**config.mk**
```make
export PLATFORM = sky130hd
export DESIGN_NAME = atm_keypad_entry
export DESIGN_NICKNAME = d
export VERILOG_FILES = /design/src/rtl/atm_pkg.sv /design/src/rtl/keypad_bcd_to_bin.sv /design/src/rtl/atm_keypad_entry.sv
export SDC_FILE = /design/constraint.sdc
export NUM_CORES = 1
export LEC_CHECK = 0
export CAP_MARGIN = 25
export CORE_UTILIZATION = 50
export DETAILED_ROUTE_END_ITERATION = 7
export PLACE_DENSITY = 0.76
export SKIP_CTS_REPAIR_TIMING = 1
export SLEW_MARGIN = 30
export SYNTH_ARGS = -nofsm -noshare
export SYNTH_HDL_FRONTEND = slang
export SYNTH_SLANG_ARGS = --single-unit
```
**constraint.sdc**
```tcl
create_clock -name clk -period 7.27 [get_ports clk]
set_clock_uncertainty 0.15 [all_clocks]
set_input_delay 1.0905 -clock clk [delete_from_list [all_inputs] [get_ports clk]]
set_output_delay 1.0905 -clock clk [all_outputs]
set_load 0.05 [all_outputs]
```
**src/rtl/atm_pkg.sv**
```systemverilog
// Shared keypad/ATM definitions: key codes, keypad FSM states and the ATM data width.
package atm_pkg;

  localparam int ATM_DATA_W = 14;

  localparam logic [3:0] KEY_CLEAR = 4'hA;
  localparam logic [3:0] KEY_BKSP  = 4'hB;
  localparam logic [3:0] KEY_ENTER = 4'hC;

  typedef enum logic [1:0] {
    IDLE    = 2'd0,
    ENTRY   = 2'd1,
    CONVERT = 2'd2,
    HOLD    = 2'd3
  } keypad_state_t;

  function automatic logic is_digit(input logic [3:0] code);
    return (code <= 4'd9);
  endfunction

endpackage

```
**src/rtl/keypad_bcd_to_bin.sv**
```systemverilog
// Serial BCD->binary converter: Horner accumulation, most significant digit first, one digit per cycle.
module keypad_bcd_to_bin
  import atm_pkg::*;
#(
  parameter int MAX_DIGITS = 4,
  parameter int DATA_W     = ATM_DATA_W
) (
  input  logic                    clk,
  input  logic                    rst_n,
  input  logic                    start,
  input  logic [4*MAX_DIGITS-1:0] digits,
  output logic [DATA_W-1:0]       acc,
  output logic                    done
);

  localparam int BUF_W  = 4 * MAX_DIGITS;
  localparam int STEP_W = $clog2(MAX_DIGITS + 1);

  logic [BUF_W-1:0]  sreg_q, sreg_d;
  logic [STEP_W-1:0] step_q, step_d;
  logic [DATA_W-1:0] acc_q, acc_d;
  logic              active_q, active_d;
  logic              done_q, done_d;

  // Next-state for the shift register and accumulator; start consumes the first digit immediately.
  always_comb begin
    sreg_d   = sreg_q;
    step_d   = step_q;
    acc_d    = acc_q;
    active_d = active_q;
    done_d   = 1'b0;
    if (start) begin
      acc_d    = DATA_W'(digits[BUF_W-1 -: 4]);
      sreg_d   = {digits[BUF_W-5:0], 4'h0};
      step_d   = STEP_W'(1);
      active_d = (MAX_DIGITS > 1);
      done_d   = (MAX_DIGITS == 1);
    end else if (active_q) begin
      acc_d  = acc_q * DATA_W'(10) + DATA_W'(sreg_q[BUF_W-1 -: 4]);
      sreg_d = {sreg_q[BUF_W-5:0], 4'h0};
      step_d = step_q + STEP_W'(1);
      if (step_q == STEP_W'(MAX_DIGITS - 1)) begin
        active_d = 1'b0;
        done_d   = 1'b1;
      end else begin
        active_d = 1'b1;
      end
    end else begin
      active_d = 1'b0;
    end
  end

  // Converter state registers.
  always_ff @(posedge clk or negedge rst_n) begin
    if (!rst_n) begin
      sreg_q   <= '0;
      step_q   <= '0;
      acc_q    <= '0;
      active_q <= 1'b0;
      done_q   <= 1'b0;
    end else begin
      sreg_q   <= sreg_d;
      step_q   <= step_d;
      acc_q    <= acc_d;
      active_q <= active_d;
      done_q   <= done_d;
    end
  end

  assign acc  = acc_q;
  assign done = done_q;

endmodule

```
**src/rtl/atm_keypad_entry.sv**
```systemverilog
// Keypad entry stage: digit buffer, edit keys, serial conversion and valid/ack hold of the committed word.
// Optional idle timeout enabled by defining KEYPAD_TIMEOUT_EN.
module atm_keypad_entry
  import atm_pkg::*;
#(
  parameter int MAX_DIGITS     = 4,
  parameter int DATA_W         = ATM_DATA_W,
  parameter int TIMEOUT_CYCLES = 1000
) (
  input  logic              clk,
  input  logic              rst_n,
  input  logic              key_valid,
  input  logic [3:0]        key_code,
  input  logic              field_sel,
  input  logic              entry_ack,
  output logic [DATA_W-1:0] pin,
  output logic [DATA_W-1:0] amount,
  output logic              entry_valid,
  output logic              entry_field,
  output logic [2:0]        digit_count,
  output logic              busy,
  output logic              key_error
);

  localparam int BUF_W = 4 * MAX_DIGITS;

  keypad_state_t     state_q, state_d;
  logic [BUF_W-1:0]  buf_q, buf_d;
  logic [2:0]        count_q, count_d;
  logic [DATA_W-1:0] pin_q, pin_d, amount_q, amount_d;
  logic              entry_valid_q, entry_valid_d;
  logic              entry_field_q, entry_field_d;
  logic              field_q, field_d;
  logic              busy_q, busy_d;
  logic              key_error_q, key_error_d;
  logic              start_s, conv_done_s, timeout_s, key_live_s;
  logic [DATA_W-1:0] conv_acc_s;

  // Codes 0xD-0xF never reach the FSM.
  assign key_live_s = key_valid && (key_code <= KEY_ENTER);

  keypad_bcd_to_bin #(.MAX_DIGITS(MAX_DIGITS), .DATA_W(DATA_W)) u_conv (
    .clk    (clk),
    .rst_n  (rst_n),
    .start  (start_s),
    .digits (buf_q),
    .acc    (conv_acc_s),
    .done   (conv_done_s)
  );

`ifdef KEYPAD_TIMEOUT_EN
  localparam int TMR_W = $clog2(TIMEOUT_CYCLES + 1);
  logic [TMR_W-1:0] timer_q, timer_d;

  // Idle timer: runs only in ENTRY, reloads on every live key.
  always_comb begin
    timer_d   = '0;
    timeout_s = 1'b0;
    if (state_q == ENTRY) begin
      if (key_live_s) begin
        timer_d = '0;
      end else if (timer_q == TMR_W'(TIMEOUT_CYCLES - 1)) begin
        timeout_s = 1'b1;
      end else begin
        timer_d = timer_q + TMR_W'(1);
      end
    end else begin
      timer_d = '0;
    end
  end

  // Idle timer register.
  always_ff @(posedge clk or negedge rst_n) begin
    if (!rst_n) begin
      timer_q <= '0;
    end else begin
      timer_q <= timer_d;
    end
  end
`else
  logic [31:0] unused_timeout_s;
  assign unused_timeout_s = 32'(TIMEOUT_CYCLES);
  assign timeout_s        = 1'b0;
`endif

  // FSM next-state, buffer editing, commit and handshake.
  always_comb begin
    state_d       = state_q;
    buf_d         = buf_q;
    count_d       = count_q;
    pin_d         = pin_q;
    amount_d      = amount_q;
    entry_valid_d = entry_valid_q;
    entry_field_d = entry_field_q;
    field_d       = field_q;
    key_error_d   = 1'b0;
    start_s       = 1'b0;
    case (state_q)
      IDLE: begin
        if (key_live_s) begin
          if (is_digit(key_code)) begin
            buf_d   = {buf_q[BUF_W-5:0], key_code};
            count_d = 3'd1;
            field_d = field_sel;
            state_d = ENTRY;
          end else if (key_code == KEY_CLEAR) begin
            buf_d   = '0;
            count_d = 3'd0;
          end else begin
            key_error_d = 1'b1;
          end
        end else begin
          state_d = IDLE;
        end
      end
      ENTRY: begin
        if (timeout_s) begin
          buf_d       = '0;
          count_d     = 3'd0;
          key_error_d = 1'b1;
          state_d     = IDLE;
        end else if (key_live_s) begin
          if (is_digit(key_code)) begin
            if (count_q == 3'(MAX_DIGITS)) begin
              key_error_d = 1'b1;
            end else begin
              buf_d   = {buf_q[BUF_W-5:0], key_code};
              count_d = count_q + 3'd1;
            end
          end else if (key_code == KEY_CLEAR) begin
            buf_d   = '0;
            count_d = 3'd0;
            state_d = IDLE;
          end else if (key_code == KEY_BKSP) begin
            buf_d   = {4'h0, buf_q[BUF_W-1:4]};
            count_d = count_q - 3'd1;
            state_d = (count_q == 3'd1) ? IDLE : ENTRY;
          end else begin
            start_s = 1'b1;
            state_d = CONVERT;
          end
        end else begin
          state_d = ENTRY;
        end
      end
      CONVERT: begin
        key_error_d = key_live_s;
        if (conv_done_s) begin
          if (field_q) begin
            amount_d = conv_acc_s;
          end else begin
            pin_d = conv_acc_s;
          end
          entry_valid_d = 1'b1;
          entry_field_d = field_q;
          state_d       = HOLD;
        end else begin
          state_d = CONVERT;
        end
      end
      HOLD: begin
        key_error_d = key_live_s;
        if (entry_ack) begin
          entry_valid_d = 1'b0;
          buf_d         = '0;
          count_d       = 3'd0;
          state_d       = IDLE;
        end else begin
          state_d = HOLD;
        end
      end
      default: begin
        state_d = IDLE;
      end
    endcase
    busy_d = (state_d == CONVERT) || (state_d == HOLD);
  end

  // FSM and output registers.
  always_ff @(posedge clk or negedge rst_n) begin
    if (!rst_n) begin
      state_q       <= IDLE;
      buf_q         <= '0;
      count_q       <= 3'd0;
      pin_q         <= '0;
      amount_q      <= '0;
      entry_valid_q <= 1'b0;
      entry_field_q <= 1'b0;
      field_q       <= 1'b0;
      busy_q        <= 1'b0;
      key_error_q   <= 1'b0;
    end else begin
      state_q       <= state_d;
      buf_q         <= buf_d;
      count_q       <= count_d;
      pin_q         <= pin_d;
      amount_q      <= amount_d;
      entry_valid_q <= entry_valid_d;
      entry_field_q <= entry_field_d;
      field_q       <= field_d;
      busy_q        <= busy_d;
      key_error_q   <= key_error_d;
    end
  end

  assign pin         = pin_q;
  assign amount      = amount_q;
  assign entry_valid = entry_valid_q;
  assign entry_field = entry_field_q;
  assign digit_count = count_q;
  assign busy        = busy_q;
  assign key_error   = key_error_q;

endmodule

```
After elaboration in Yosys (flattened, before gate mapping)
Cells that the tools add are included.
{"block": "classes", "n_lt_le_gt_ge": 2, "eq_ne": 17, "reduce_logical": 13, "add_sub_neg": 4, "n_bitwise": 1, "mux": 57, "n_mul": 1}
{"operator": "16-bit two-way mux", "count": 11}
{"operator": "16-bit case mux with 3 select lines", "count": 1}
{"operator": "3-bit two-way mux", "count": 11}
{"operator": "14-bit two-way mux", "count": 2}
{"operator": "1-bit two-way mux", "count": 21}
{"operator": "14-bit by 4-bit adder with 14-bit output", "count": 1}
{"operator": "14-bit by 3-bit multiplier with 13-bit output (second input constant)", "count": 1}
{"operator": "2-bit two-way mux", "count": 7}
{"operator": "3-bit AND reduction", "count": 4}
{"operator": "3-bit case mux with 3 select lines", "count": 1}
{"operator": "2-bit equality test (second input constant)", "count": 4}
{"operator": "4-bit equality test (second input constant)", "count": 2}
{"operator": "4-bit <= comparator (second input constant)", "count": 2}
{"operator": "2-bit case mux with 4 select lines", "count": 1}
{"operator": "7-bit AND reduction", "count": 1}
{"operator": "3-bit by 1-bit adder with 3-bit output (second input constant)", "count": 2}
{"operator": "2-bit inequality test (second input constant)", "count": 3}
{"operator": "3-bit inequality test (second input constant)", "count": 2}
{"operator": "4-bit inequality test (second input constant)", "count": 1}
{"operator": "2-bit nonzero test", "count": 2}
{"operator": "3-bit by 1-bit equality test with 1-bit output (second input constant)", "count": 1}
{"operator": "3-bit by 2-bit equality test with 1-bit output (second input constant)", "count": 1}
{"operator": "3-bit equality test (second input constant)", "count": 1}
{"operator": "1-bit case mux with 3 select lines", "count": 1}
{"operator": "other kinds (11)", "count": 11}
{"block": "totals", "output_inout_bits": 35, "ff_bits": 89, "input_bits": 9, "word_cells": 110}

Logic depth before layout (Yosys ltp)
Gate-level depths: netlist of run 1.
{"block": "logic_depth", "word_depth": 9, "ltp_mapped": 10, "ltp_nobuf": 10}

Modules after synthesis
From an unflattened synthesis of run 1, not the netlist that was laid out.
{"block": "unflattened", "hier_cells": 427, "hier_area_um2": 4727.0}
{"mod": "atm_keypad_entry", "cells_each": 199, "area_per_inst_um2": 2517.4, "seq_area_each_um2": 1351.3, "instances": 1}
{"mod": "keypad_bcd_to_bin", "cells_each": 228, "area_per_inst_um2": 2209.6, "seq_area_each_um2": 775.7, "instances": 1}

Least setup slack after synthesis of run 1
Ideal clock, no wire load.
{"block": "synth_path", "path_type": "reg-to-reg", "start": "reg u_conv.acc_q[1], in the netlist u_conv.acc[1]", "end": "reg u_conv.acc_q[13], in the netlist u_conv.acc[13]", "setup_time_ns": 0.068, "stages_incl_launch_ff": 11, "required_time_ns": 7.052, "synth_period_minus_slack_ns": 2.909, "path_slack_ns": 4.361, "t_arrival_ns": 2.691, "n_path_buf": 0, "cell_sequence": "dfrtp_1 ha_1 ha_1 fa_1 a21o_1 a221oi_4 xnor2_2 nand4b_2 nor2_1 mux2i_1 o2111a_1"}
{"block": "synth_between", "elab_chain_cells": 4}
{"element": "start, declared", "line_no": "keypad_bcd_to_bin.sv:21", "source": "logic [DATA_W-1:0] acc_q, acc_d;"}
{"element": "start signal, assigned", "line_no": "keypad_bcd_to_bin.sv:58", "source": "acc_q <= '0;"}
{"element": "start signal, assigned", "line_no": "keypad_bcd_to_bin.sv:64", "source": "acc_q <= acc_d;"}
{"element": "14-bit by 3-bit multiplier with 13-bit output", "line_no": "keypad_bcd_to_bin.sv:39", "source": "acc_d = acc_q * DATA_W'(10) + DATA_W'(sreg_q[BUF_W-1 -: 4]);"}
{"element": "14-bit by 4-bit adder with 14-bit output", "line_no": "keypad_bcd_to_bin.sv:39"}
{"element": "14-bit two-way mux", "line_no": "keypad_bcd_to_bin.sv:38", "source": "end else if (active_q) begin"}
{"element": "14-bit two-way mux", "line_no": "keypad_bcd_to_bin.sv:32", "source": "if (start) begin"}
Every way passes these cells. The select of a mux whose other input is x is not followed.
A chain may end at the register's enable or synchronous reset.

Worst setup path after layout of run 1
{"block": "layout_path", "start": "in key_code[3]", "end": "reg buf_q[1]"}
{"block": "layout_between", "elab_chain_cells": 5, "elab_cells_between_ends": 17, "classes_between": "2 x order compare; 7 x eq/ne; 6 x mux; 2 x reduce/logical"}
{"element": "start, declared", "line_no": "atm_keypad_entry.sv:13", "source": "input logic [3:0] key_code,"}
{"element": "parallel branches: the longest is 5 deep, another holds 4-bit <= comparator"}
{"element": "end signal, assigned", "line_no": "atm_keypad_entry.sv:194", "source": "buf_q <= buf_d;"}
{"element": "end, declared", "line_no": "atm_keypad_entry.sv:28", "source": "logic [BUF_W-1:0] buf_q, buf_d;"}
Parallel ways; which one is timed is not known. The select of a mux whose other input is x is not followed.

==> results of run 1 <==
-- state kept, by name (all words and copies together), names as in the netlist --
register and cells:
state_q 2, buf_q 16, u_conv.active_q 1, u_conv.sreg_q 12, u_conv.step_q 3, field_q 1, pin 14, entry_field 1
entry_valid 1, u_conv.done 1, busy 1, key_error 1, u_conv.acc 14, amount 14, digit_count 3
-- cell type report --
class	instances	area [µm²]
Timing Repair Buffer	46	454.2
Tap cell	108	135.1
Clock buffer	12	145.1
Multi-Input combinational cell	322	2386
Fill cell	746	3563
Inverter	15	56.30
Clock inverter	4	23.77
Sequential cell	85	2127
-- metal layers --
metal / share of wire, % / track usage (%)
met1: 48 / 28.93
met4: 1.5 / 7.233
met2: 46 / 30.66
met3: 3.9 / 2.695
met5: 0 / 0
-- stage by stage --
stage,setup slack [ns],util (%),area (µm²)
final,3.901,59.92,5328
after global routing,3.700,59.92,5328
after floorplan,4.361,-,4658
after global placement,3.252,57.88,5146
after detailed placement,3.560,57.98,5155
after CTS,3.931,59.88,5324
-- power groups by stage --
| stage | Clock, mW | Combinational, mW | Sequential, mW |
|---|---|---|---|
| 3_3_place_gp | 0 | 1.54 | 0.831 |
| 5_1_grt | 0.322 | 1.73 | 0.863 |
| 3_5_place_dp | 0 | 1.59 | 0.842 |
| 4_1_cts | 0.304 | 1.60 | 0.834 |
| 2_1_floorplan | 0 | 1.10 | 0.972 |
| 6_report | 0.296 | 1.59 | 0.834 |
-- Yosys cell counts, types with 2 or more instances --
cell           count  area, µm²
buf_2              6      30.03
dlygate4sd1_1      2      17.52
a311oi_1           2      17.52
nand3_1            9      45.04
a22oi_1           10      75.07
a31oi_1            2      12.51
o21ai_0           29      145.1
inv_2              2      7.510
a21o_1             5      37.54
xnor2_2            3      48.80
fa_1               2      40.04
a21oi_1           29      145.1
nand2_1           41      153.9
inv_1             12      45.04
ha_1              28      350.3
nor4_2             2      25.02
nand2b_1           2      12.51
buf_6              2      22.52
and3_1             2      12.51
a32oi_1            2      17.52
nor2b_1            5      31.28
o21ai_1            5      25.02
nor3_1             5      25.02
nor4_1             2      12.51
a211oi_1           6      45.04
nor3_2             2      20.02
dfrtp_1           85       2127
nor2_1            42      157.7
buf_4              2      15.01
xor2_1             3      26.28
mux2i_1           14      140.1
mux2_2            31      349.1
clkbuf_1           7      26.28
xnor2_1           13      113.9
and3_2             2      15.01
-- placed cells by master, fill, tap and decap left out, types with 12 or more instances in the layout --
cell type	n
nor2_1	42
clkdlybuf4s50_1	42
xnor2_1	13
mux2i_1	14
o21ai_0	29
a21oi_1	28
ha_1	28
dfrtp_1	85
inv_1	12
mux2_2	31
nand2_1	41
-- cells by family after synthesis --
| group | count (synthesis) | synth area share (%) |
|---|---|---|
| adder cells (fa/ha/maj) | 30 | 8.380 |
| XOR/XNOR | 20 | 4.405 |
| flip-flops | 85 | 45.66 |
| multiplexers | 45 | 10.50 |
| AO/OA/AOI/OAI | 105 | 14.96 |
| buffers and inverters | 34 | 3.599 |
| AND/OR/NAND/NOR | 122 | 12.49 |
-- final timing paths --
check                           cells past startpoint  slack (ns)          start                end
worst max-delay path                                7        3.90    key_code[3]           buf_q[1]
worst min-delay path                                1        0.36      amount[9]          amount[9]
worst max register to register                     10        4.08  u_conv.acc[1]     u_conv.acc[13]
worst min register to register                      1        0.36      amount[9]          amount[9]
max in group asynchronous                           1        5.84          rst_n  u_conv.sreg_q[15]
min in group asynchronous                           1        0.63          rst_n             pin[4]
-- critical path: stages --
cell,delay [ns]
clkdlybuf4s50_1,0.54
nand2_1,0.25
o21ai_2,0.16
a311oi_1,0.27
a31oi_1,0.10
nor2b_4,0.62
mux2_2,0.41
==> results.sh, run 1 <==
export IMPL_outcome="finished, violations left"
export IMPL_violations="DRC"
export IMPL_io_buffers=43
export IMPL_synth_edff_count=0
export IMPL_hold_worst_slack_ns=0.3571
export IMPL_finalSetupViolations=0
export IMPL_num_rows=34
export IMPL_p_total_mw=2.719
export IMPL_critPathCaptureType="register"
export IMPL_ys_seq_elements=85
export IMPL_rsz0062_at_grt="no"
export IMPL_grt_usage_pct=19.90
export IMPL_htree_num_levels=3
export IMPL_synth_flop_cell="dfrtp_1"
export IMPL_final_setup_tns_ns=0
export IMPL_hp_class="reg -> reg"
export IMPL_ant_nets=0
export IMPL_cts_tree="built"
export IMPL_clk_latency_ns=0.35
export IMPL_grt_ovfl_total=0
export IMPL_ios=44
export IMPL_diodes=0
export IMPL_p_comb_share_pct=58.4
export IMPL_path_max_fanout=35
export IMPL_powerDensity_nw_per_um2=510.4
export IMPL_p_leak_nw=2.465
export IMPL_dieArea_um2=9706
export IMPL_ys_seq_area_share_pct=45.66
export IMPL_die_x_um=98.52
export IMPL_p_int_mw=1.456
export IMPL_synth_cells=441
export IMPL_relSlewSlack_pct=50.64
export IMPL_grt_max_degree=86
export IMPL_tightest_slew_ns=0.7404
export IMPL_routed_wirelength_um=8983
export IMPL_timing_final_crit_share_pct=46.35
export IMPL_drc=2
export IMPL_cap_violations=0
export IMPL_grt_pass1_vias=3220
export IMPL_synth_area_um2=4658
export IMPL_placed_cells=576
export IMPL_max_freq_mhz=296.8
export IMPL_drt_pass1_iterations=8
export IMPL_yosys_warnings=0
export IMPL_initial_utilization_pct=52.39
export IMPL_swShare_pct=46.44
export IMPL_vdd_ir_drop_worst_mv=0.2185
export IMPL_p_switching_mw=1.263
export IMPL_vias=3396
export IMPL_yosysUniqueCellTypes=60
export IMPL_numCtsBuffers=9
export IMPL_wl_per_cell_um=15.17
export IMPL_period_needed_ns=3.369
export IMPL_cts_sinks=85
export IMPL_path_class="in -> reg"
export IMPL_cts_buffer_depth=2
export IMPL_synthArstFlopShare_pct=100.0
export IMPL_grt_pass1_wl_um=15460
export IMPL_clk_pin_slew_worst_paths_ns=0.08
export IMPL_coreArea_um2=8891
export IMPL_root_buffer="clkbuf_8"
export IMPL_required_ns=7.36
export IMPL_slew_violations=0
export IMPL_power_frac_clock_pct=10.9
export IMPL_seqPwrFrac_pct=30.7
export IMPL_synth_avg_cell_area_um2=10.56
export IMPL_final_hold_viol_count=0
export IMPL_antenna_found_initial=0
export IMPL_cp_data_arrival_time_ns=3.46
export IMPL_die_y_um=98.52
export IMPL_fin_nets=518
export IMPL_cp_start_kind="primary input"
export IMPL_first_iter_violations=192
export IMPL_routabilityCongestion=0.8783
export IMPL_synth_fp_nets=480
export IMPL_instances_no_fill=592
export IMPL_layout_drive_gt1_share_pct=15.29
export IMPL_viasPerCell=5.736
export IMPL_syn_to_final_growth_pct=14.37
export IMPL_dp_hpwl_um=6307
(Power assumes the default switching activity.)
==> inputs of run 2 (changes only) <==
==> constraint.sdc (replaced) <==
create_clock -name clk -period 3.1 [get_ports clk]
set_clock_uncertainty 0.15 [all_clocks]
set_input_delay 0.465 -clock clk [delete_from_list [all_inputs] [get_ports clk]]
set_output_delay 0.465 -clock clk [all_outputs]
set_load 0.05 [all_outputs]
==> results.sh, run 2 (synthesis results as in run 1) <==
export IMPL_path_class="reg -> reg"
export IMPL_seqPwrFrac_pct=28.9
export IMPL_layout_drive_gt1_share_pct=17.61
export IMPL_io_buffers=43
export IMPL_coreArea_um2=8891
export IMPL_largest_reg_flops=16
export IMPL_numCtsBuffers=9
export IMPL_fin_nets=528
export IMPL_final_setup_tns_ns=0
export IMPL_drc=1
export IMPL_vias=3398
export IMPL_swShare_pct=45.88
export IMPL_relSlewSlack_pct=48.98
export IMPL_grt_pass1_wl_um=15930
export IMPL_finalSetupViolations=0
export IMPL_clk_latency_ns=0.36
export IMPL_grt_pass1_vias=3314
export IMPL_viasPerCell=5.645
export IMPL_powerDensity_nw_per_um2=1211
export IMPL_power_frac_clock_pct=12.1
export IMPL_grt_ovfl_total=0
export IMPL_die_y_um=98.52
export IMPL_cp_data_arrival_time_ns=3.09
export IMPL_dieArea_um2=9706
export IMPL_final_common_cell="dfrtp_1"
export IMPL_place_area_um2=5218
export IMPL_syn_to_final_growth_pct=16.76
export IMPL_max_freq_mhz=340.1
export IMPL_hold_worst_slack_ns=-0.02151
export IMPL_final_hold_viol_count=17
export IMPL_hp_class="in -> async"
export IMPL_timing_final_crit_share_pct=94.86
export IMPL_routed_wirelength_um=9231
export IMPL_tightest_slew_ns=0.7653
export IMPL_violations="DRC, hold timing"
export IMPL_regMostFlops="buf_q"
export IMPL_cts_sinks=85
export IMPL_dp_hpwl_um=6419
export IMPL_period_needed_ns=2.941
export IMPL_vdd_ir_drop_worst_mv=0.5552
export IMPL_cap_violations=0
export IMPL_stdcell_area_um2=5439
export IMPL_slew_violations=0
export IMPL_ios=44
export IMPL_p_switching_mw=3.022
export IMPL_p_comb_share_pct=59.0
export IMPL_antenna_found_initial=0
export IMPL_required_ns=3.25
export IMPL_outcome="finished, violations left"
export IMPL_grt_usage_pct=20.59
export IMPL_routabilityCongestion=0.8540
export IMPL_root_buffer="clkbuf_8"
export IMPL_cp_start_kind="register"
export IMPL_p_leak_nw=2.527
export IMPL_clk_pin_slew_worst_paths_ns=0.08
export IMPL_first_iter_violations=183
export IMPL_p_int_mw=3.564
export IMPL_die_x_um=98.52
export IMPL_cts_tree="built"
export IMPL_critPathCaptureType="register"
export IMPL_drt_pass1_iterations=8
export IMPL_cts_buffer_depth=2
export IMPL_grt_max_degree=86
export IMPL_path_max_fanout=3
export IMPL_final_cell_mix="dfrtp_1, nor2_1, clkdlybuf4s50_1"
export IMPL_num_rows=34
export IMPL_diodes=0
export IMPL_ant_nets=0
export IMPL_wl_per_cell_um=15.33
export IMPL_initial_utilization_pct=52.39
export IMPL_htree_num_levels=3
run 2: changes by cell type in the layout (fill, tap and decap cells not counted):
cell,change
clkinv_4,-1
buf_4,+10
inv_6,+1
nand4b_2,-1
clkbuf_1,-2
clkinvlp_4,+1
fa_1,-1
bufinv_16,+1
nor2b_2,+1
nand4b_4,+1
fa_2,+1
nor2b_4,-1
run 2: power by group through the flow:
stage / Sequential [mW] / Clock (mW) / Combinational (mW)
final: 1.90 / 0.797 / 3.89
after floorplan: 2.28 / 0 / 2.59
after CTS: 1.90 / 0.808 / 3.84
after global placement: 1.90 / 0 / 3.71
after global routing: 1.97 / 0.868 / 4.24
after detailed placement: 1.93 / 0 / 3.81
run 2: area by class of cell:
cell class | instances | area, µm²
Clock inverter | 6 | 61.31
Inverter | 15 | 56.30
Multi-Input combinational cell | 322 | 2392
Fill cell | 710 | 3452
Clock buffer | 10 | 137.6
Timing Repair Buffer | 56 | 529.3
Tap cell | 108 | 135.1
Sequential cell | 85 | 2127
run 2: routing by layer:
metal  GRT usage (%)  routed length [µm]  vias to the layer above  part of all wire (%)
li1                -                   -                     1663                     -
met1           29.69                4623                     1678                    50
met2           31.74                4274                       46                    46
met3           3.121                 198                       11                   2.1
met4           7.463                 135                        0                   1.5
met5               0                   0                        -                     0
run 2: path summary, 6_finish.rpt:
path / startpoint / endpoint / slack (ns) / cells after the start
worst min register to register: u_conv.sreg_q[7] / u_conv.sreg_q[7] / 0.36 / 2
max in group asynchronous: rst_n / u_conv.acc[10] / 2.27 / 1
worst max-delay path: u_conv.acc[1] / u_conv.acc[13] / 0.16 / 10
worst max register to register: u_conv.acc[1] / u_conv.acc[13] / 0.16 / 10
min in group clk: u_conv.sreg_q[7] / u_conv.sreg_q[7] / 0.36 / 2
worst min-delay path: rst_n / pin[6] / -0.02 / 1
run 2: worst max-delay path, cell delays in order (launching register included):
cell and delay (ns):
dfrtp_1 0.39, ha_1 0.29, ha_1 0.25, fa_2 0.38, a21o_1 0.24, a221oi_4 0.28
xnor2_2 0.20, nand4b_4 0.15, nor2_1 0.15, mux2i_1 0.21, o2111a_1 0.19
run 2: per-stage QoR:
stage / hold slack [ns] / utilization, % / setup WS [ns] / std cells / power [mW]
final: -0.02151 / 61.17 / 0.1595 / 602 / 6.587
after global routing: 0.05205 / 61.17 / -0.009333 / 602 / 7.085
after CTS: 0.04003 / 60.92 / 0.02793 / 601 / 6.555
after detailed placement: 0.3429 / 58.68 / 0.05128 / 585 / 5.732
after global placement: 0.3269 / 58.64 / 0.1425 / 585 / 5.613
after floorplan: 0.01941 / - / 0.1912 / 441 / 4.869
==> inputs of run 3 (changes only) <==
==> constraint.sdc (replaced) <==
create_clock -name clk -period 3.2 [get_ports clk]
set_clock_uncertainty 0.15 [all_clocks]
set_input_delay 0.48 -clock clk [delete_from_list [all_inputs] [get_ports clk]]
set_output_delay 0.48 -clock clk [all_outputs]
set_load 0.05 [all_outputs]
==> results.sh, run 3 (synthesis results as in run 1) <==
export IMPL_powerDensity_nw_per_um2=1183
export IMPL_die_y_um=98.52
export IMPL_regMostFlops="buf_q"
export IMPL_outcome="finished, violations left"
export IMPL_finalSetupViolations=0
export IMPL_path_max_fanout=5
export IMPL_dp_hpwl_um=6558
export IMPL_routed_wirelength_um=9308
export IMPL_num_rows=34
export IMPL_rsz0062_at_grt="no"
export IMPL_syn_to_final_growth_pct=16.01
export IMPL_cts_tree="built"
export IMPL_max_freq_mhz=325.8
export IMPL_rr_endpoint="u_conv.acc[13]"
export IMPL_final_hold_viol_count=0
export IMPL_coreArea_um2=8891
export IMPL_cts_buffer_depth=2
export IMPL_initial_utilization_pct=52.39
export IMPL_hp_class="in -> async"
export IMPL_place_area_um2=5187
export IMPL_grt_pass1_vias=3264
export IMPL_grt_pass1_wl_um=15960
export IMPL_vias=3365
export IMPL_io_buffers=43
export IMPL_grt_ovfl_total=0
export IMPL_path_cells="ha_1, ha_1, fa_2, a21o_1, a221oi_4, xnor2_2, nand4b_2, nor2_1, mux2i_1, o2111a_1"
export IMPL_clk_pin_slew_worst_paths_ns=0.09
export IMPL_multi_input_area_um2=2392
export IMPL_p_leak_nw=2.494
export IMPL_tightest_slew_ns=0.7623
export IMPL_r2r_slack_ns=0.13
export IMPL_antenna_found_initial=0
export IMPL_drc=2
export IMPL_largest_reg_flops=16
export IMPL_fin_nets=523
export IMPL_drt_pass1_iterations=8
export IMPL_slew_violations=0
export IMPL_diodes=0
export IMPL_die_x_um=98.52
export IMPL_path_buf_inv=0
export IMPL_cp_slowest_stage_delay_ns=0.44
export IMPL_critPathCaptureType="register"
export IMPL_timing_final_crit_share_pct=95.92
export IMPL_final_common_cell="dfrtp_1"
export IMPL_violations="DRC"
export IMPL_viasPerCell=5.637
export IMPL_grt_max_degree=86
export IMPL_first_iter_violations=143
export IMPL_grt_usage_pct=20.43
export IMPL_crit_family="adder cells"
export IMPL_htree_num_levels=3
export IMPL_wl_per_cell_um=15.59
export IMPL_routabilityCongestion=0.8341
export IMPL_ios=44
export IMPL_relSlewSlack_pct=49.18
export IMPL_r2r_start="u_conv.acc[1]"
export IMPL_register_area_um2=2127
export IMPL_reg2reg_depth=10
export IMPL_numCtsBuffers=9
export IMPL_fillerInstances=701
export IMPL_root_buffer="clkbuf_8"
export IMPL_clk_latency_ns=0.35
export IMPL_vdd_ir_drop_worst_mv=0.5862
export IMPL_crit_top_cell="ha_1"
export IMPL_cp_slowest_cell="dfrtp_1"
export IMPL_period_needed_ns=3.070
export IMPL_path_class="reg -> reg"
export IMPL_cts_sinks=85
export IMPL_cap_violations=0
export IMPL_dieArea_um2=9706
export IMPL_cp_data_arrival_time_ns=3.21
export IMPL_required_ns=3.34
export IMPL_final_cell_mix="dfrtp_1, nor2_1, clkdlybuf4s50_1"
export IMPL_final_setup_tns_ns=0
export IMPL_cp_start_kind="register"
export IMPL_stdcell_area_um2=5404
export IMPL_ant_nets=0
export IMPL_layout_drive_gt1_share_pct=16.56
## run 3: cell types whose count changed in the layout (fill, tap and decap cells not counted)
| cell | previous run | this run |
|---|---|---|
| nand4b_4 | 1 | 0 |
| clkbuf_1 | 0 | 1 |
| buf_4 | 13 | 8 |
| clkinv_4 | 0 | 2 |
| inv_6 | 1 | 0 |
| nor4_4 | 0 | 1 |
| clkinv_2 | 3 | 1 |
| nand4b_2 | 0 | 1 |
| nor4_2 | 2 | 1 |
## run 3: how the worst max path moves through the flow
stage,startpoint,endpoint,slack [ns],cells past startpoint
2_1_floorplan,u_conv.acc[1],u_conv.acc[13],0.29,10
3_3_place_gp,u_conv.acc[1],u_conv.acc[13],0.17,10
3_5_place_dp,u_conv.acc[1],u_conv.acc[11],0.10,10
4_1_cts,u_conv.acc[1],u_conv.acc[13],0.08,10
5_1_grt,u_conv.acc[1],u_conv.acc[13],0.02,10
6_report,u_conv.acc[1],u_conv.acc[13],0.13,10
## run 3: through the flow
| stage | instances | hold slack (ns) | util (%) | power [mW] | setup WS (ns) |
|---|---|---|---|---|---|
| 2_1_floorplan | 441 | 0.03441 | - | 4.717 | 0.2912 |
| 3_3_place_gp | 581 | 0.3255 | 58.30 | 5.432 | 0.1730 |
| 3_5_place_dp | 581 | 0.3293 | 58.35 | 5.578 | 0.1044 |
| 4_1_cts | 597 | 0.05381 | 60.61 | 6.375 | 0.07612 |
| 5_1_grt | 597 | 0.08170 | 60.78 | 6.855 | 0.01539 |
| 6_report | 597 | 0.01250 | 60.78 | 6.395 | 0.1305 |
## run 3: report_power, final
| group | switching, mW | internal [mW] | leakage, nW |
|---|---|---|---|
| Sequential | 0.359 | 1.49 | 1.10 |
| Clock | 0.397 | 0.384 | 0.0995 |
| Combinational | 2.21 | 1.55 | 1.30 |
## run 3: layer usage
| metal | GRT usage (%) | share of wire (%) |
|---|---|---|
| met1 | 29.24 | 50 |
| met2 | 31.09 | 45 |
| met3 | 3.617 | 2.8 |
| met4 | 7.922 | 2.1 |
| met5 | 0 | 0 |
## run 3: final cells by class
type	count	area share (%)
multi-input combinational	322	44.27
sequential	85	39.36
timing repair buffer	51	9.099
clock buffer	11	2.616
tap	108	2.501
clock inverter	5	1.111
inverter	15	1.042
==> patch 1 (settings of run 3) <==
Re-encode `keypad_state_t` (4 states) as one-hot, 4 bits wide.
--- a/src/rtl/atm_pkg.sv
+++ b/src/rtl/atm_pkg.sv
@@ -9,7 +9,7 @@
 
-  typedef enum logic [1:0] {
-    IDLE    = 2'd0,
-    ENTRY   = 2'd1,
-    CONVERT = 2'd2,
-    HOLD    = 2'd3
+  typedef enum logic [3:0] {
+    IDLE    = 4'b0001,
+    ENTRY   = 4'b0010,
+    CONVERT = 4'b0100,
+    HOLD    = 4'b1000
   } keypad_state_t;
Formal check against the unedited RTL: same outputs for any inputs over 4 cycles, from zero or initial values and one cycle with rst_n low; so few cycles prove little.
==> patch 1 against run 3 <==
  * The flow still finishes with violations (DRC)
  * Sequential cell count rose by 2
  * Hold slack worse by 0.0091 ns
  * Utilization increased by 1.6 points
  * Synthesized area shrank 0.40%
  * Design area grew 2.1%
  * Global-route usage up 1.4 points
  * Setup slack got worse by 0.037 ns
  * Power shrank 19%
  * Via count grew 7.5%
  * Wire length grew 10%
  * Sequential power decreased by 8%
  * First-iteration DRC count rose by 110%
  * Die area fell by 0.40%
  * Largest cell class unchanged
  * Largest power group unchanged
==> patch 1: results <==
group,metric,value,unit
logic_synthesis,yosys_warnings,0,
finish,fill_cells,696,
detailed_routing,routed.top_layer,"met4",
power,ir_drop,0.388,mV
detailed_routing,vias_per_cell,5.87,
setup_path,reg2reg_slack,0.09,ns
detailed_routing,wl_met1,4910,um
logic_synthesis,synthArstFlopShare,1.00,
logic_synthesis,ys_types,52,
detailed_routing,drt-initial-drc-count,307,
finish,final_nets,543,
detailed_routing,route.met3.wl,397,um
logic_synthesis,synth_common_cells,"dfrtp_1, nor2_1, nand2_1, a21oi_1, ha_1",
timing,whs,0.00345,ns
finish,drive_gt1_frac,0.124,
global_route,grt_pass1_wl,16700,um
timing,max_slew_margin,0.470,
place,preCtsSetupSlack,-0.0628,ns
cts,clock_latency,0.36,ns
place,placed_cells,599,
place,dp_hpwl,7050,um
global_route,grt_max_degree,88,
power,leakagePower,2.41,nW
cts,root_buffer,"clkbuf_8",
detailed_routing,routed-via-count,3619,
global_route,met1_usage,0.316,
cts,clk_pin_slew,0.09,ns
logic_synthesis,syn_nets,493,
global_route,gr-usage-all-layers,0.218,
setup_path,worstRegToRegCells,9,
outcome,status,"finished, violations left",
detailed_routing,drc,8,
setup_path,startpoint,"u_conv.acc[2]",
global_route,grt.met3_usage,0.0286,
logic_synthesis,seq_area_frac_synth,0.470,
outcome,violations,"DRC",
detailed_routing,first_pass_iters,7,
cts,clockBufferDepth,2,
detailed_routing,avgRoutedWirePerCell,16.6,um
logic_synthesis,synthFlopType,"dfrtp_1",
place,routabilityCongestion,0.882,
cts,cts_buffers,9,
global_route,use_met2,0.329,
place,port_buffers,43,
logic_synthesis,synth_area_leaders,"dfrtp_1, ha_1, mux2_1",
setup_path,arrival,3.24,ns
setup_path,timing.rr.end,"u_conv.acc[13]",
finish,top_register,"buf_q",
logic_synthesis,synthCells,454,
global_route,grt_pass1_vias,3461,
setup_path,worst-path-max-fanout,5,
place,postPlaceCellArea,5250,um2
detailed_routing,wl_met2,4710,um
## patch 1: cell count changes in the layout (fill, tap and decap cells not counted), moves of 6 or more
cell | before | now
mux2_2 | 31 | 7
mux2_1 | 0 | 20
buf_4 | 8 | 20
o21ai_0 | 29 | 14
o21ai_1 | 5 | 26
nor2_1 | 42 | 36
## patch 1: layout make-up
cell class	instances	area, um2	share of cell area
Multi-Input combinational cell	329	2400	0.434
Sequential cell	87	2180	0.395
Timing Repair Buffer	63	582	0.105
Tap cell	108	135	0.0245
Clock buffer	10	128	0.0231
Inverter	14	52.6	0.00952
Clock inverter	6	45.0	0.00816
## patch 1: cells by family after synthesis
kind of cell	synth area share
and+or+nand+nor	0.123
AOI/OAI and AO/OA	0.156
DFF	0.470
muxes	0.0957
buffers and inverters	0.0340
adders and majority gates	0.0841
xor gates and xnor gates	0.0380
## patch 1: worst max path at each step
stage | depth (start not counted) | slack [ns] | endpoint
global placement | 9 | 0.04 | u_conv.acc[13]
detailed placement | 9 | -0.06 | u_conv.acc[13]
global route | 9 | -0.01 | u_conv.acc[13]
floorplan | 9 | 0.06 | u_conv.acc[13]
CTS | 9 | -0.10 | u_conv.acc[13]
finish | 9 | 0.09 | u_conv.acc[13]
## patch 1: report_power, final
part | internal, W | switching [W] | leakage, nW
clock | 0.000285 | 0.000414 | 0.0789
combinational | 0.00124 | 0.00154 | 1.21
sequential | 0.00139 | 0.000324 | 1.13
## patch 1: critical path: stages, from the launching register on
cell and delay [ns]:
dfrtp_1 0.44, ha_1 0.25, ha_4 0.19, fa_2 0.41
nand3_2 0.11, a21o_1 0.15, o2111ai_2 0.14, or4_4 0.56
or4_1 0.47, a31oi_1 0.17
==> patch 2 (settings of run 3) <==
Made on the original files. The option `KEYPAD_TIMEOUT_EN` is turned on by a define.
--- a/src/rtl/atm_keypad_entry.sv
+++ b/src/rtl/atm_keypad_entry.sv
@@ -2,2 +2,4 @@
 // Optional idle timeout enabled by defining KEYPAD_TIMEOUT_EN.
+`define KEYPAD_TIMEOUT_EN
+
 module atm_keypad_entry
Check against the original RTL: no difference found for any inputs over 4 cycles, from zero or initial values and one cycle with rst_n low; that may be too few to reach the edited logic, so the function may still have changed.
==> patch 2 against run 3 <==
  * The run ends with hold timing left
  * Wire length grew 8.0%
  * Sequential cell count increased by 10
  * Count of clock-buffer cells in the layout unchanged
  * Power is 1.9% lower
  * Utilization rose by 2.0 points
  * Synthesized area increased by 6.4%
  * Setup slack worse by 0.054 ns
  * Design area is 9.3% higher
  * Critical endpoint unchanged
  * Highest routed layer unchanged
==> patch 2: results <==
group,metric,value,unit
logic_synthesis,syn_nets,507,
place,routabilityCongestion,0.900,
detailed_routing,drc,0,
cts,htree_num_levels,3,
setup_path,reg2reg_slack,0.08,ns
power,ir_drop,0.587,mV
detailed_routing,routed-via-count,3682,
global_route,grt_pass1_vias,3616,
timing,max_slew_margin,0.593,
logic_synthesis,synthCells,467,
timing,finalHoldViolCount,47,
logic_synthesis,synth_common_cells,"dfrtp_1, nand2_1, nor2_1, o21ai_0, ha_1",
detailed_routing,route.met3.wl,320,um
power,leakagePower,2.68,nW
outcome,violations,"hold timing",
finish,diodes,0,
place,placed_cells,633,
detailed_routing,wl_met1,4600,um
place,preCtsSetupSlack,0.0294,ns
global_route,grt_pass1_wl,17200,um
power,p_int,0.00349,W
timing,whs,-0.0312,ns
global_route,antenna_found_initial,0,
timing,fin_crit,3.12,ns
detailed_routing,first_pass_iters,4,
setup_path,slowest_delay,0.47,ns
outcome,status,"finished, violations left",
detailed_routing,drt_wl_total,10000,um
finish,drive_gt1_frac,0.157,
setup_path,worst-path-max-fanout,3,
global_route,gr-usage-all-layers,0.213,
detailed_routing,wl_met2,4940,um
logic_synthesis,synth_area_leaders,"dfrtp_1, ha_1, mux2_2",
setup_path,cp_slowest_cell,"a2111o_1",
place,dp_hpwl,6970,um
detailed_routing,avgRoutedWirePerCell,15.4,um
detailed_routing,drt-initial-drc-count,189,
global_route,grt_max_degree,50,
setup_path,crit_family,"compound AO/OA/AOI/OAI gates",
logic_synthesis,ys_types,55,
finish,final_nets,558,
logic_synthesis,seq_area_frac_synth,0.480,
-- patch 2: path summary, 6_finish.rpt --
kind,startpoint,cells past startpoint,end
max,u_conv.acc[3],10,u_conv.acc[13]
min,rst_n,1,pin[9]
max reg2reg,u_conv.acc[3],10,u_conv.acc[13]
min reg2reg,timer_q[0],1,timer_q[0]
max in group asynchronous,rst_n,2,u_conv.acc[2]
min in group clk,timer_q[0],1,timer_q[0]
-- patch 2: cell families after synthesis --
logic type / after synthesis / synth area share
AOI/OAI and AO/OA: 98 / 0.134
xor gates and xnor gates: 26 / 0.0490
adders and majority gates: 31 / 0.0813
buffers and inverters: 32 / 0.0255
DFF: 95 / 0.480
muxes: 41 / 0.0899
and+or+nand+nor: 144 / 0.141
-- patch 2: final cells by class --
class	count	area (um2)
repair buffers	60	568
flip-flops and latches	95	2380
fillers	755	3510
multi-input cells	340	2530
clock buffers	11	141
inverters	12	45.0
clock inverters	5	81.3
well taps	129	161
-- patch 2: worst register-to-register path: cells and delay by family, from the launching register on --
kind | cells | cell delay (ns)
flip-flops | 1 | 0.42
AO/OA/AOI/OAI | 4 | 1.04
AND/OR/NAND/NOR | 2 | 0.42
adder cells (fa/ha/maj) | 3 | 0.80
XOR/XNOR | 1 | 0.16
-- patch 2: metrics by stage --
stage / cell area [um2] / hold WS [ns]
2_1_floorplan: 4960 / 0.0344
3_3_place_gp: 5600 / 0.319
3_5_place_dp: 5600 / 0.324
4_1_cts: 5820 / -0.0107
5_1_grt: 5910 / 0.00451
6_report: 5910 / -0.0312
-- patch 2: power groups by stage --
stage          clock network (W)  registers [W]  logic (W)
2_1_floorplan                  0        0.00228    0.00211
3_3_place_gp                   0        0.00193    0.00321
3_5_place_dp                   0        0.00195    0.00331
4_1_cts                 0.000895        0.00193    0.00333
5_1_grt                 0.000951        0.00199    0.00378
6_report                0.000874        0.00193    0.00347
-- patch 2: metal layers --
layer  global-route usage  vias up
met5                    0        -
met2                0.360       80
met4               0.0713        0
met1                0.275     1814
li1                     -     1769
met3               0.0421       19
